==> src/rtl/memory_io_mux_latched.sv <==
// Splits the core's data-memory port between RAM and a window of memory-mapped IO
// (latched output ports, captured input ports with pending flags, one status register).
// Reads return one cycle after the request for every target; there is no backpressure.
module memory_io_mux_latched #(
  parameter int ADDR_BITS     = 8,
  parameter int DATA_BITS     = 8,
  parameter int NUM_OUT_PORTS = 4,
  parameter int NUM_IN_PORTS  = 4,
  parameter int OUT_BASE      = 'hf0,
  parameter int IN_BASE       = 'hf8,
  parameter int STATUS_ADDR   = 'hff
) (
  input  logic                                 clk,
  input  logic                                 reset,
  // core side
  input  logic                                 rd_mem_en,
  input  logic [ADDR_BITS-1:0]                 rd_mem_addr,
  output logic [DATA_BITS-1:0]                 rd_mem_data,
  input  logic                                 wr_mem_en,
  input  logic [ADDR_BITS-1:0]                 wr_mem_addr,
  input  logic [DATA_BITS-1:0]                 wr_mem_data,
  // RAM side
  output logic                                 rd_ram_en,
  output logic [ADDR_BITS-1:0]                 rd_ram_addr,
  input  logic [DATA_BITS-1:0]                 rd_ram_data,
  output logic                                 wr_ram_en,
  output logic [ADDR_BITS-1:0]                 wr_ram_addr,
  output logic [DATA_BITS-1:0]                 wr_ram_data,
  // IO side
  output logic [NUM_OUT_PORTS*DATA_BITS-1:0]   out_ports,
  output logic [NUM_OUT_PORTS-1:0]             out_port_write_en,
  input  logic [NUM_IN_PORTS*DATA_BITS-1:0]    in_ports,
  input  logic [NUM_IN_PORTS-1:0]              in_port_strobe
);

  // Read-path source selected at the request edge, consumed the following cycle.
  localparam logic [1:0] SEL_NONE = 2'd0;
  localparam logic [1:0] SEL_RAM  = 2'd1;
  localparam logic [1:0] SEL_IO   = 2'd2;

  // Each port window spans eight addresses regardless of how many ports are populated.
  localparam logic [ADDR_BITS-1:0] L_OUT_BASE = ADDR_BITS'(OUT_BASE);
  localparam logic [ADDR_BITS-1:0] L_IN_BASE  = ADDR_BITS'(IN_BASE);
  localparam logic [ADDR_BITS-1:0] L_STATUS   = ADDR_BITS'(STATUS_ADDR);
  localparam logic [ADDR_BITS-1:0] L_WIN      = ADDR_BITS'(8);

  // ---------------------------------------------------------------------------
  // State
  // ---------------------------------------------------------------------------
  logic [DATA_BITS-1:0]     r_out  [NUM_OUT_PORTS];
  logic [NUM_OUT_PORTS-1:0] r_out_we;
  logic [DATA_BITS-1:0]     r_hold [NUM_IN_PORTS];
  logic [NUM_IN_PORTS-1:0]  r_pend;
  logic [1:0]               r_sel;
  logic [DATA_BITS-1:0]     r_io_rd;

  // ---------------------------------------------------------------------------
  // Address decode (read and write sides decoded independently)
  // ---------------------------------------------------------------------------
  logic [ADDR_BITS-1:0]     w_rd_out_off;
  logic [ADDR_BITS-1:0]     w_rd_in_off;
  logic [ADDR_BITS-1:0]     w_wr_out_off;
  logic [ADDR_BITS-1:0]     w_wr_in_off;
  logic                     w_rd_is_status;
  logic                     w_rd_out_hit;
  logic                     w_rd_in_hit;
  logic                     w_rd_io_hit;
  logic                     w_wr_is_status;
  logic                     w_wr_out_hit;
  logic                     w_wr_in_hit;
  logic                     w_wr_io_hit;
  logic [2:0]               w_rd_out_idx;
  logic [2:0]               w_rd_in_idx;
  logic [2:0]               w_wr_out_idx;
  logic [NUM_OUT_PORTS-1:0] w_rd_out_sel;
  logic [NUM_OUT_PORTS-1:0] w_wr_out_sel;
  logic [NUM_IN_PORTS-1:0]  w_rd_in_sel;
  logic [DATA_BITS-1:0]     w_io_rd_val;

  // Offsets into each window; an unsigned offset below 8 means the address is inside.
  assign w_rd_out_off = rd_mem_addr - L_OUT_BASE;
  assign w_rd_in_off  = rd_mem_addr - L_IN_BASE;
  assign w_wr_out_off = wr_mem_addr - L_OUT_BASE;
  assign w_wr_in_off  = wr_mem_addr - L_IN_BASE;

  // Status takes priority so it can sit at the top of a port window.
  assign w_rd_is_status = (rd_mem_addr == L_STATUS);
  assign w_rd_out_hit   = !w_rd_is_status && (w_rd_out_off < L_WIN);
  assign w_rd_in_hit    = !w_rd_is_status && !w_rd_out_hit && (w_rd_in_off < L_WIN);
  assign w_rd_io_hit    = w_rd_is_status || w_rd_out_hit || w_rd_in_hit;

  assign w_wr_is_status = (wr_mem_addr == L_STATUS);
  assign w_wr_out_hit   = !w_wr_is_status && (w_wr_out_off < L_WIN);
  assign w_wr_in_hit    = !w_wr_is_status && !w_wr_out_hit && (w_wr_in_off < L_WIN);
  assign w_wr_io_hit    = w_wr_is_status || w_wr_out_hit || w_wr_in_hit;

  assign w_rd_out_idx = w_rd_out_off[2:0];
  assign w_rd_in_idx  = w_rd_in_off[2:0];
  assign w_wr_out_idx = w_wr_out_off[2:0];

  // One-hot port selects; unpopulated indices inside a window match nothing,
  // so reads of them return 0 and writes to them are dropped.
  always_comb begin
    w_rd_out_sel = '0;
    w_wr_out_sel = '0;
    for (int i = 0; i < NUM_OUT_PORTS; i++) begin
      w_rd_out_sel[i] = rd_mem_en && w_rd_out_hit && (w_rd_out_idx == 3'(i));
      w_wr_out_sel[i] = wr_mem_en && w_wr_out_hit && (w_wr_out_idx == 3'(i));
    end
  end

  // One-hot input-port read select, also used to clear the pending flag.
  always_comb begin
    w_rd_in_sel = '0;
    for (int j = 0; j < NUM_IN_PORTS; j++) begin
      w_rd_in_sel[j] = rd_mem_en && w_rd_in_hit && (w_rd_in_idx == 3'(j));
    end
  end

  // ---------------------------------------------------------------------------
  // RAM passthrough: enables are masked by IO hits, address/data pass straight through
  // ---------------------------------------------------------------------------
  assign rd_ram_en   = rd_mem_en && !w_rd_io_hit;
  assign rd_ram_addr = rd_mem_addr;
  assign wr_ram_en   = wr_mem_en && !w_wr_io_hit;
  assign wr_ram_addr = wr_mem_addr;
  assign wr_ram_data = wr_mem_data;

  // ---------------------------------------------------------------------------
  // Output ports
  // ---------------------------------------------------------------------------

  // Latch written data and raise that port's strobe for exactly the next cycle.
  always_ff @(posedge clk) begin
    if (reset) begin
      for (int i = 0; i < NUM_OUT_PORTS; i++) begin
        r_out[i] <= '0;
      end
      r_out_we <= '0;
    end else begin
      for (int i = 0; i < NUM_OUT_PORTS; i++) begin
        if (w_wr_out_sel[i]) begin
          r_out[i] <= wr_mem_data;
        end
      end
      r_out_we <= w_wr_out_sel;
    end
  end

  genvar gi;
  generate
    for (gi = 0; gi < NUM_OUT_PORTS; gi++) begin : g_out_pack
      assign out_ports[gi*DATA_BITS +: DATA_BITS] = r_out[gi];
    end
  endgenerate

  assign out_port_write_en = r_out_we;

  // ---------------------------------------------------------------------------
  // Input ports
  // ---------------------------------------------------------------------------

  // Capture on strobe and set pending; a read clears pending unless a new strobe lands
  // in the same cycle, in which case the set wins and the read sees the old hold value.
  always_ff @(posedge clk) begin
    if (reset) begin
      for (int j = 0; j < NUM_IN_PORTS; j++) begin
        r_hold[j] <= '0;
      end
      r_pend <= '0;
    end else begin
      for (int j = 0; j < NUM_IN_PORTS; j++) begin
        if (in_port_strobe[j]) begin
          r_hold[j] <= in_ports[j*DATA_BITS +: DATA_BITS];
          r_pend[j] <= 1'b1;
        end else if (w_rd_in_sel[j]) begin
          r_pend[j] <= 1'b0;
        end
      end
    end
  end

  // ---------------------------------------------------------------------------
  // Read path
  // ---------------------------------------------------------------------------

  // Select the IO value from pre-edge state; status exposes pending bits zero-extended.
  always_comb begin
    w_io_rd_val = '0;
    if (w_rd_is_status) begin
      for (int j = 0; j < NUM_IN_PORTS; j++) begin
        w_io_rd_val[j] = r_pend[j];
      end
    end else begin
      for (int i = 0; i < NUM_OUT_PORTS; i++) begin
        if (w_rd_out_sel[i]) begin
          w_io_rd_val = r_out[i];
        end
      end
      for (int j = 0; j < NUM_IN_PORTS; j++) begin
        if (w_rd_in_sel[j]) begin
          w_io_rd_val = r_hold[j];
        end
      end
    end
  end

  // Register the read source (and the IO value) so IO reads line up with RAM latency.
  always_ff @(posedge clk) begin
    if (reset) begin
      r_sel   <= SEL_NONE;
      r_io_rd <= '0;
    end else if (!rd_mem_en) begin
      r_sel   <= SEL_NONE;
    end else if (w_rd_io_hit) begin
      r_sel   <= SEL_IO;
      r_io_rd <= w_io_rd_val;
    end else begin
      r_sel   <= SEL_RAM;
    end
  end

  // Return data for the request issued last cycle; idle cycles read as 0.
  always_comb begin
    case (r_sel)
      SEL_RAM: rd_mem_data = rd_ram_data;
      SEL_IO:  rd_mem_data = r_io_rd;
      default: rd_mem_data = '0;
    endcase
  end

endmodule

==> config.mk <==
export PLATFORM = sky130hd
export DESIGN_NAME = memory_io_mux_latched
export DESIGN_NICKNAME = d
export VERILOG_FILES = /design/src/rtl/memory_io_mux_latched.sv
export SDC_FILE = /design/constraint.sdc
export NUM_CORES = 1
export LEC_CHECK = 0
export CAP_MARGIN = 10
export CORE_ASPECT_RATIO = 0.7
export CORE_MARGIN = 8
export CORE_UTILIZATION = 30
export CTS_CLUSTER_SIZE = 14
export DETAILED_ROUTE_END_ITERATION = 10
export HOLD_SLACK_MARGIN = 0.03
export PLACE_DENSITY = 0.65
export SKIP_LAST_GASP = 1
export SLEW_MARGIN = 25
export SYNTH_ARGS = -nofsm -noshare
export SYNTH_HDL_FRONTEND = slang
export SYNTH_SLANG_ARGS = --single-unit
==> constraint.sdc <==
create_clock -name clk -period 1.9 [get_ports clk]
set_clock_uncertainty 0.1 [all_clocks]
set_input_delay 0.38 -clock clk [delete_from_list [all_inputs] [get_ports clk]]
set_output_delay 0.38 -clock clk [all_outputs]
set_load 0.1 [all_outputs]
==> results of run 1 <==
[per-layer routing]
layer	global-route usage [%]	vias up
met2	24.9	112
met5	0	-
met1	18.9	1658
met4	4.30	0
li1	-	1673
met3	3.80	11
[what timing repair did]
action,in CTS,in global routing
pin swaps,16,24
setup endpoints to repair,39,18
gates resized for setup,69,31
hold buffers,0,0
setup buffers,11,1
[logic make-up after synthesis]
family | Yosys count | synth area share (%)
and+or+nand+nor | 149 | 20.5
buffers and inverters | 43 | 7.14
adders and majority gates | 4 | 1.17
muxes | 12 | 5.32
DFF | 82 | 53.3
AOI/OAI and AO/OA | 69 | 12.5
[metrics by stage]
step | worst slack (ps) | power (uW)
global placement | -684 | 3500
global route | -243 | 5670
detailed placement | -747 | 3520
floorplan | -498 | 2890
finish | -220 | 5500
CTS | -181 | 5530
[Yosys cell counts, types with 5 or more instances]
cell type	instances	area, sq um
or2_2	9	56.3
inv_1	6	22.5
edfxtp_1	64	1920
nand2b_1	5	31.3
buf_4	26	195
mux4_2	6	135
nor2b_1	9	56.3
dfxtp_1	18	360
nor2_1	25	93.8
nand2_1	11	41.3
o21ai_0	5	25.0
a22oi_1	12	90.1
and2_1	66	413
a21oi_1	12	60.1
[sequential cells by signal, indices dropped and copies added (netlist names)]
signal             count
out_port_write_en      4
r_hold                32
r_io_rd                8
r_out                 32
r_sel                  2
r_pend                 4
[final timing paths]
kind | startpoint | endpoint
hold / removal | r_io_rd[7] | r_io_rd[7]
setup reg to reg | r_out[2][5] | r_io_rd[5]
setup / recovery | rd_mem_addr[3] | rd_ram_en
hold reg to reg | r_io_rd[7] | r_io_rd[7]
[worst reg2reg max path: cells and delay by family, from the launching register on]
family          cells  cell delay [ps]
mux                 1              450
flops               1              420
simple gates        2              360
compound gates      2              230
[cell type report]
type / instances / area, sq um
clock inverter: 7 / 118
clock buffer: 9 / 225
multi-input combinational: 234 / 1990
timing repair buffer: 218 / 2730
fill: 1150 / 6310
inverter: 6 / 22.5
tap: 190 / 238
sequential: 82 / 2280
[power breakdown]
part           switching (uW)  internal, uW  total [uW]
Clock                     693          1280        1970
Combinational             826           597        1420
Sequential               67.2          2040        2110
Total                    1590          3920        5500
==> impl_metrics.toml, run 1 <==
[routing]
wl_met3_microns = 860
ant_nets = 0
drc = 0
routed-wl-met2_mm = 6.43
drt-met1-wl_mm = 6.22
top_layer = "met4"
vias_per_cell = 4.63
dr.pass1.iters = 4
post_drt_wl_per_cell_microns = 18.3
dr_total_vias = 3454
wirelength_mm = 13.7
drt_iter0_markers = 241

[logic_synthesis]
syn-instance-count = 359
ys_ff_latch = 82
async_flop_share_pct = 0
synth-edff-count = 64
syn_nets = 435
syn_area_per_cell_sq_um = 11.9
synth_flop_cell = "edfxtp_1"
yosysUniqueCellTypes = 61
netlist_area_sq_um = 4280
yosysWarnings = 0
ys_seq_area_share_pct = 53.3

[setup_path]
cp_cell_sequence = "buf_6, ha_4, and4b_2, o21ai_4, nand2_2, nor3b_4, buf_12"
end_kind = "primary output"
worstPathArrival_ps = 1640
slowest_stage = "nor3b_4"
cp_max_fo = 2
start_kind = "primary input"
criticalPathCategory = "in -> out"
rr_worst_depth = 5
crit_cells = 7
r2r_slack_ps = 220
crit_buf_inv = 2
cp_top_family = "simple AND/OR/NAND/NOR gates"
critPathRequiredTime_ps = 1420
slowest_delay_ps = 280

[global_route]
grt_pass1_vias = 3846
gr-usage-all-layers_pct = 14.9
antenna_found_initial = 0
overflow = 0
grt_pass1_wl_mm = 21.4
grt_max_degree = 16

[finish]
design_area_sq_um = 7610
drive_gt1_share_pct = 45.0
area_growth_pct = 77.9
final_cells = 746
final_common_cell = "buf_12"
fin_nets = 627
final_cell_mix = "73 x buf_12, 67 x buf_4, 66 x and2_1"
diodes = 0
final_core_util_pct = 54.7

[min_path]
hold_depth = 2
min_path_type = "reg -> reg"

[place]
place.gp.congestion = 0.820
placed_area_sq_um = 6980
hpwl_mm = 10.8
dp_cells = 720
port_buffers = 141

[flow_run]
drv_cap = 0

[outcome]
violations = "negative setup slack"
status = "finished with violations"

[clock_network]
numCtsBuffers = 9
clk_pin_slew_ps = 60
cts_tree = "built"
cts_max_path_buffers = 2
cts_root_buffer = "clkbuf_16"
clock_sinks = 82
h-tree-depth = 3
clk_latency_ps = 330

[timing]
hold_ws_ps = 378
grt_setup_unrepaired = "true"
min_period_ps = 2120
hold_viol_final = 0
setup_slack_ps = -220
worst_pin_slew_ps = 489
clock.fmax_mhz = 472
max-slew-margin-rel_pct = 67.4
maxSlewViolCount = 0
setup_violations = 3
period_share_pct = 112
setup_tns_ps = -247

[floorplan]
die_area_sq_um = 18400
die_h_microns = 116
rows = 36
ioPinCount = 142
initial_utilization_pct = 30.7
core_sq_um = 13900
dieWidth_microns = 159

[power_and_ir_drop]
leakage_uw = 0.00290
max-vdd-ir-drop_uv = 511
power.density_nw_per_um2 = 723
No activity file was read; power rests on OpenSTA's default activity.
==> run 2: changes to the inputs <==
--- a/config.mk
+++ b/config.mk
@@ -11,6 +11,7 @@
 export CORE_UTILIZATION = 30
 export CTS_CLUSTER_SIZE = 14
 export DETAILED_ROUTE_END_ITERATION = 10
+export GPL_TIMING_DRIVEN = 0
 export HOLD_SLACK_MARGIN = 0.03
 export PLACE_DENSITY = 0.65
 export SKIP_LAST_GASP = 1
==> run 2 against run 1 <==
  * The run still ends with negative setup slack left
  * Total power down 12%
  * Final area is 11% lower
  * Clock-buffer cell count up 1
  * Maximum frequency increased by 1.6%
  * Register-to-register slack improved by 30 ps
  * Highest routed layer unchanged
==> impl_metrics.toml, run 2 (same netlist as run 1, synthesis figures left out) <==
[outcome]
status = "finished with violations"
violations = "negative setup slack"

[setup_path]
end_kind = "primary output"
worstPathArrival_ps = 1610
critPathRequiredTime_ps = 1420
start_kind = "primary input"
cp_max_fo = 5
criticalPathCategory = "in -> out"

[routing]
dr_total_vias = 3437
post_drt_wl_per_cell_microns = 18.2
wirelength_mm = 13.0
drt_iter0_markers = 185
drc = 0
dr.pass1.iters = 4
ant_nets = 0
vias_per_cell = 4.81

[global_route]
gr-usage-all-layers_pct = 13.9
grt_pass1_vias = 3621
grt_max_degree = 16
overflow = 0
grt_pass1_wl_mm = 19.9
antenna_found_initial = 0

[clock_network]
cts_root_buffer = "clkbuf_16"
clk_latency_ps = 330
numCtsBuffers = 9
cts_max_path_buffers = 2
h-tree-depth = 3
holdBufCountCts = 0
clock_sinks = 82
cts_tree = "built"
clk_pin_slew_ps = 60

[timing]
grt_setup_unrepaired = "true"
setup_violations = 4
hold_viol_final = 0
setup_slack_ps = -186
clock.fmax_mhz = 479
period_share_pct = 110
min_period_ps = 2090
maxSlewViolCount = 0
worst_pin_slew_ps = 981
max-slew-margin-rel_pct = 34.8

[floorplan]
dieWidth_microns = 159
core_sq_um = 13900
rows = 36
initial_utilization_pct = 30.7
ioPinCount = 142
die_h_microns = 116
die_area_sq_um = 18400

[place]
port_buffers = 139
dp_cells = 688
place.gp.congestion = 0.807
dp_slack_ps = -1810
hpwl_mm = 10.0

[finish]
area_growth_pct = 57.6
drive_gt1_share_pct = 40.6
final_common_cell = "and2_1"
fin_nets = 595
reg_top3 = "r_hold (32), r_out (32), r_io_rd (8)"
final_cells = 714
diodes = 0
final_cell_mix = "66 x and2_1, 64 x edfxtp_1, 54 x clkdlybuf4s50_1"

[power_and_ir_drop]
switching_share_pct = 31.3
power.density_nw_per_um2 = 719
leakage_uw = 0.00244
switchingPower_uw = 1520
p_int_uw = 3330
power_frac_comb_pct = 24.8
pwr-share-seq_pct = 43.1
clockPowerShare_pct = 32.2
max-vdd-ir-drop_uv = 417

[flow_run]
drv_cap = 0

[min_path]
min_path_type = "reg -> reg"
## run 2: changes by cell type in the layout (fill, tap and decap cells not counted), moves of 3 or more
cell	delta
buf_4	-23
bufinv_16	-3
o21bai_4	+4
nor3_4	+3
clkdlybuf4s15_2	+45
buf_12	-59
buf_6	-7
clkdlybuf4s15_1	+3
buf_2	+3
o21bai_1	-4
## run 2: stage by stage
step	hold WS (ps)	area (sq um)	total power, uW	setup TNS (ps)	utilization [%]
2_1_floorplan	332	4380	2890	-1480	-
3_3_place_gp	362	6010	3270	-96960	43.2
3_5_place_dp	362	6010	3290	-100990	43.2
4_1_cts	383	6650	4880	-645	47.8
5_1_grt	428	6740	5000	-646	48.5
6_report	375	6740	4850	-255	48.5
## run 2: area by class of cell
| class | count | area (sq um) |
|---|---|---|
| fill | 1244 | 7170 |
| sequential | 82 | 2280 |
| multi-input combinational | 234 | 2020 |
| timing repair buffer | 152 | 1640 |
| buffer | 34 | 273 |
| tap | 190 | 238 |
| clock buffer | 10 | 229 |
| clock inverter | 6 | 43.8 |
| inverter | 6 | 22.5 |
## run 2: path summary, 6_finish.rpt
check / start / to / slack [ps] / depth (start not counted)
min reg2reg: r_io_rd[7] / r_io_rd[7] / 370 / 2
max reg2reg: r_out[2][5] / r_io_rd[5] / 250 / 5
min: r_io_rd[7] / r_io_rd[7] / 370 / 2
max: rd_mem_addr[4] / rd_ram_en / -190 / 7
## run 2: critical path, cell delays in order
cell     delay, ps
buf_8          110
ha_4           250
and4b_2        240
o21ai_4         70
nand2_2         90
nor3b_4        250
buf_12         210
## run 2: timing repair
item / CTS / global route
pin swaps: 12 / 18
endpoints found under the setup margin: 151 / 58
buffers inserted: 7 / 6
gates resized for setup: 367 / 24
## run 2: routing by layer
| layer | part of all wire (%) | global-route usage [%] |
|---|---|---|
| met3 | 7.3 | 3.44 |
| met4 | 1.1 | 3.92 |
| met1 | 45 | 17.9 |
| met2 | 46 | 23.0 |
| met5 | 0 | 0 |
## run 2: power groups by stage
stage / clock, uW / combinational [uW] / sequential (uW)
after floorplan: 0 / 515 / 2380
after global placement: 0 / 1150 / 2120
after detailed placement: 0 / 1160 / 2130
after CTS: 1600 / 1200 / 2090
after global routing: 1660 / 1250 / 2100
final: 1560 / 1200 / 2090
==> run 3: changes to the inputs <==
--- a/config.mk
+++ b/config.mk
@@ -8,14 +8,16 @@
 export CAP_MARGIN = 10
 export CORE_ASPECT_RATIO = 0.7
 export CORE_MARGIN = 8
-export CORE_UTILIZATION = 30
+export CORE_UTILIZATION = 42
+export CTS_BUF_LIST = sky130_fd_sc_hd__clkbuf_8 sky130_fd_sc_hd__clkbuf_16
 export CTS_CLUSTER_SIZE = 14
 export DETAILED_ROUTE_END_ITERATION = 10
 export GPL_TIMING_DRIVEN = 0
 export HOLD_SLACK_MARGIN = 0.03
-export PLACE_DENSITY = 0.65
+export PLACE_DENSITY = 0.84
 export SKIP_LAST_GASP = 1
 export SLEW_MARGIN = 25
 export SYNTH_ARGS = -nofsm -noshare
 export SYNTH_HDL_FRONTEND = slang
 export SYNTH_SLANG_ARGS = --single-unit
+export TNS_END_PERCENT = 5
==> run 3 against run 2 <==
  * The run still ends with negative setup slack left
  * Core utilization up 19 points
  * Hold slack worse by 4.2 ps
  * Sequential share of layout area up 0.65 points
  * Cell count down 8.4%
  * Clock-buffer cell count down 1
  * Sequential cell count unchanged
  * Largest cell class unchanged
  * Largest power group unchanged
==> impl_metrics.toml, run 3 (same netlist as run 1, synthesis figures left out) <==
[finish]
final_common_cell = "and2_1"
drive_gt1_share_pct = 33.5
final_cell_mix = "66 x and2_1, 64 x edfxtp_1, 56 x clkdlybuf4s50_1"
fin_nets = 597
final_cells = 654
area_growth_pct = 54.6
diodes = 0
reg_top3 = "r_hold (32), r_out (32), r_io_rd (8)"

[routing]
ant_nets = 0
dr_total_vias = 3588
wirelength_mm = 13.3
post_drt_wl_per_cell_microns = 20.4
dr.pass1.iters = 5
drt_iter0_markers = 261
vias_per_cell = 5.49
drc = 0

[setup_path]
cp_max_fo = 2
start_kind = "primary input"
critPathRequiredTime_ps = 1420
end_kind = "primary output"
r2r_slack_ps = 150
worstPathArrival_ps = 1600
criticalPathCategory = "in -> out"

[power_and_ir_drop]
leakage_uw = 0.00251
power.density_nw_per_um2 = 777
max-vdd-ir-drop_uv = 537

[floorplan]
core_sq_um = 9800
die_h_microns = 100
initial_utilization_pct = 43.7
ioPinCount = 142
die_area_sq_um = 13700
rows = 30
dieWidth_microns = 137

[timing]
maxSlewViolCount = 0
max-slew-margin-rel_pct = 31.6
setup_slack_ps = -182
worst_pin_slew_ps = 1030
hold_viol_final = 0
setup_tns_ps = -6510
min_period_ps = 2080
period_share_pct = 110
grt_setup_unrepaired = "true"
clock.fmax_mhz = 480
setup_violations = 57

[place]
hpwl_mm = 9.83
port_buffers = 139
dp_cells = 626
dp_slack_ps = -1790
place.gp.congestion = 0.895

[global_route]
grt_max_degree = 16
antenna_found_initial = 0
grt_pass1_wl_mm = 19.5
overflow = 0
grt_pass1_vias = 3547
gr-usage-all-layers_pct = 18.6

[clock_network]
holdBufCountCts = 0
cts_tree = "built"
clk_pin_slew_ps = 60
clock_sinks = 82
h-tree-depth = 3
clk_latency_ps = 330
numCtsBuffers = 9
cts_max_path_buffers = 2
cts_root_buffer = "clkbuf_16"

[min_path]
min_path_type = "reg -> reg"

[outcome]
violations = "negative setup slack"
status = "finished with violations"

[flow_run]
drv_cap = 0
==> run 3: through the flow <==
stage                     hold slack (ps)  power (uW)  instance area, sq um  utilization, %
after floorplan                       332        2880                  4330               -
after global placement                354        3250                  5880            60.1
after detailed placement              359        3270                  5880            60.1
after CTS                             368        5130                  6470            66.1
after global routing                  389        5280                  6610            67.5
final                                 371        5140                  6610            67.5
==> run 3: worst max-delay path, cell delays in order <==
cell     delay [ps]
buf_12          100
ha_4            250
and4b_2         250
o21ai_4          80
nand2_2          90
nor3b_4         240
buf_12          210
==> run 3: cell type report <==
type                       instances  area [sq um]
clock buffer                       9           225
multi-input combinational        234          2010
clock inverter                     7           101
inverter                           6          22.5
buffer                            34           273
fill                             705          3180
sequential                        82          2280
timing repair buffer             154          1540
tap                              128           160
==> run 3: what timing repair did <==
action	in CTS	in global routing
setup buffers	6	9
gates resized for setup	254	34
endpoints found under the setup margin	151	176
pin swaps	12	10
==> run 3: worst paths after layout <==
path	depth (start not counted)	endpoint	startpoint
min	2	r_io_rd[7]	r_io_rd[7]
min reg2reg	2	r_io_rd[7]	r_io_rd[7]
max reg2reg	4	r_io_rd[2]	r_out[1][2]
max	7	rd_ram_en	rd_mem_addr[3]
==> run 3: report_power, final <==
part / internal, uW / switching, uW / leakage [uW] / total, uW
Clock: 1160 / 708 / 0.000158 / 1870
Combinational: 383 / 802 / 0.00156 / 1190
Sequential: 2040 / 47.0 / 0.000795 / 2090
Total: 3590 / 1560 / 0.00251 / 5140
==> run 3: layer usage <==
layer,up-vias,global-route usage [%],wire length [microns]
met5,-,0,0
met4,0,4.63,244
met3,20,6.49,1590
met2,233,29.4,6120
met1,1707,23.7,5370
li1,1628,-,-
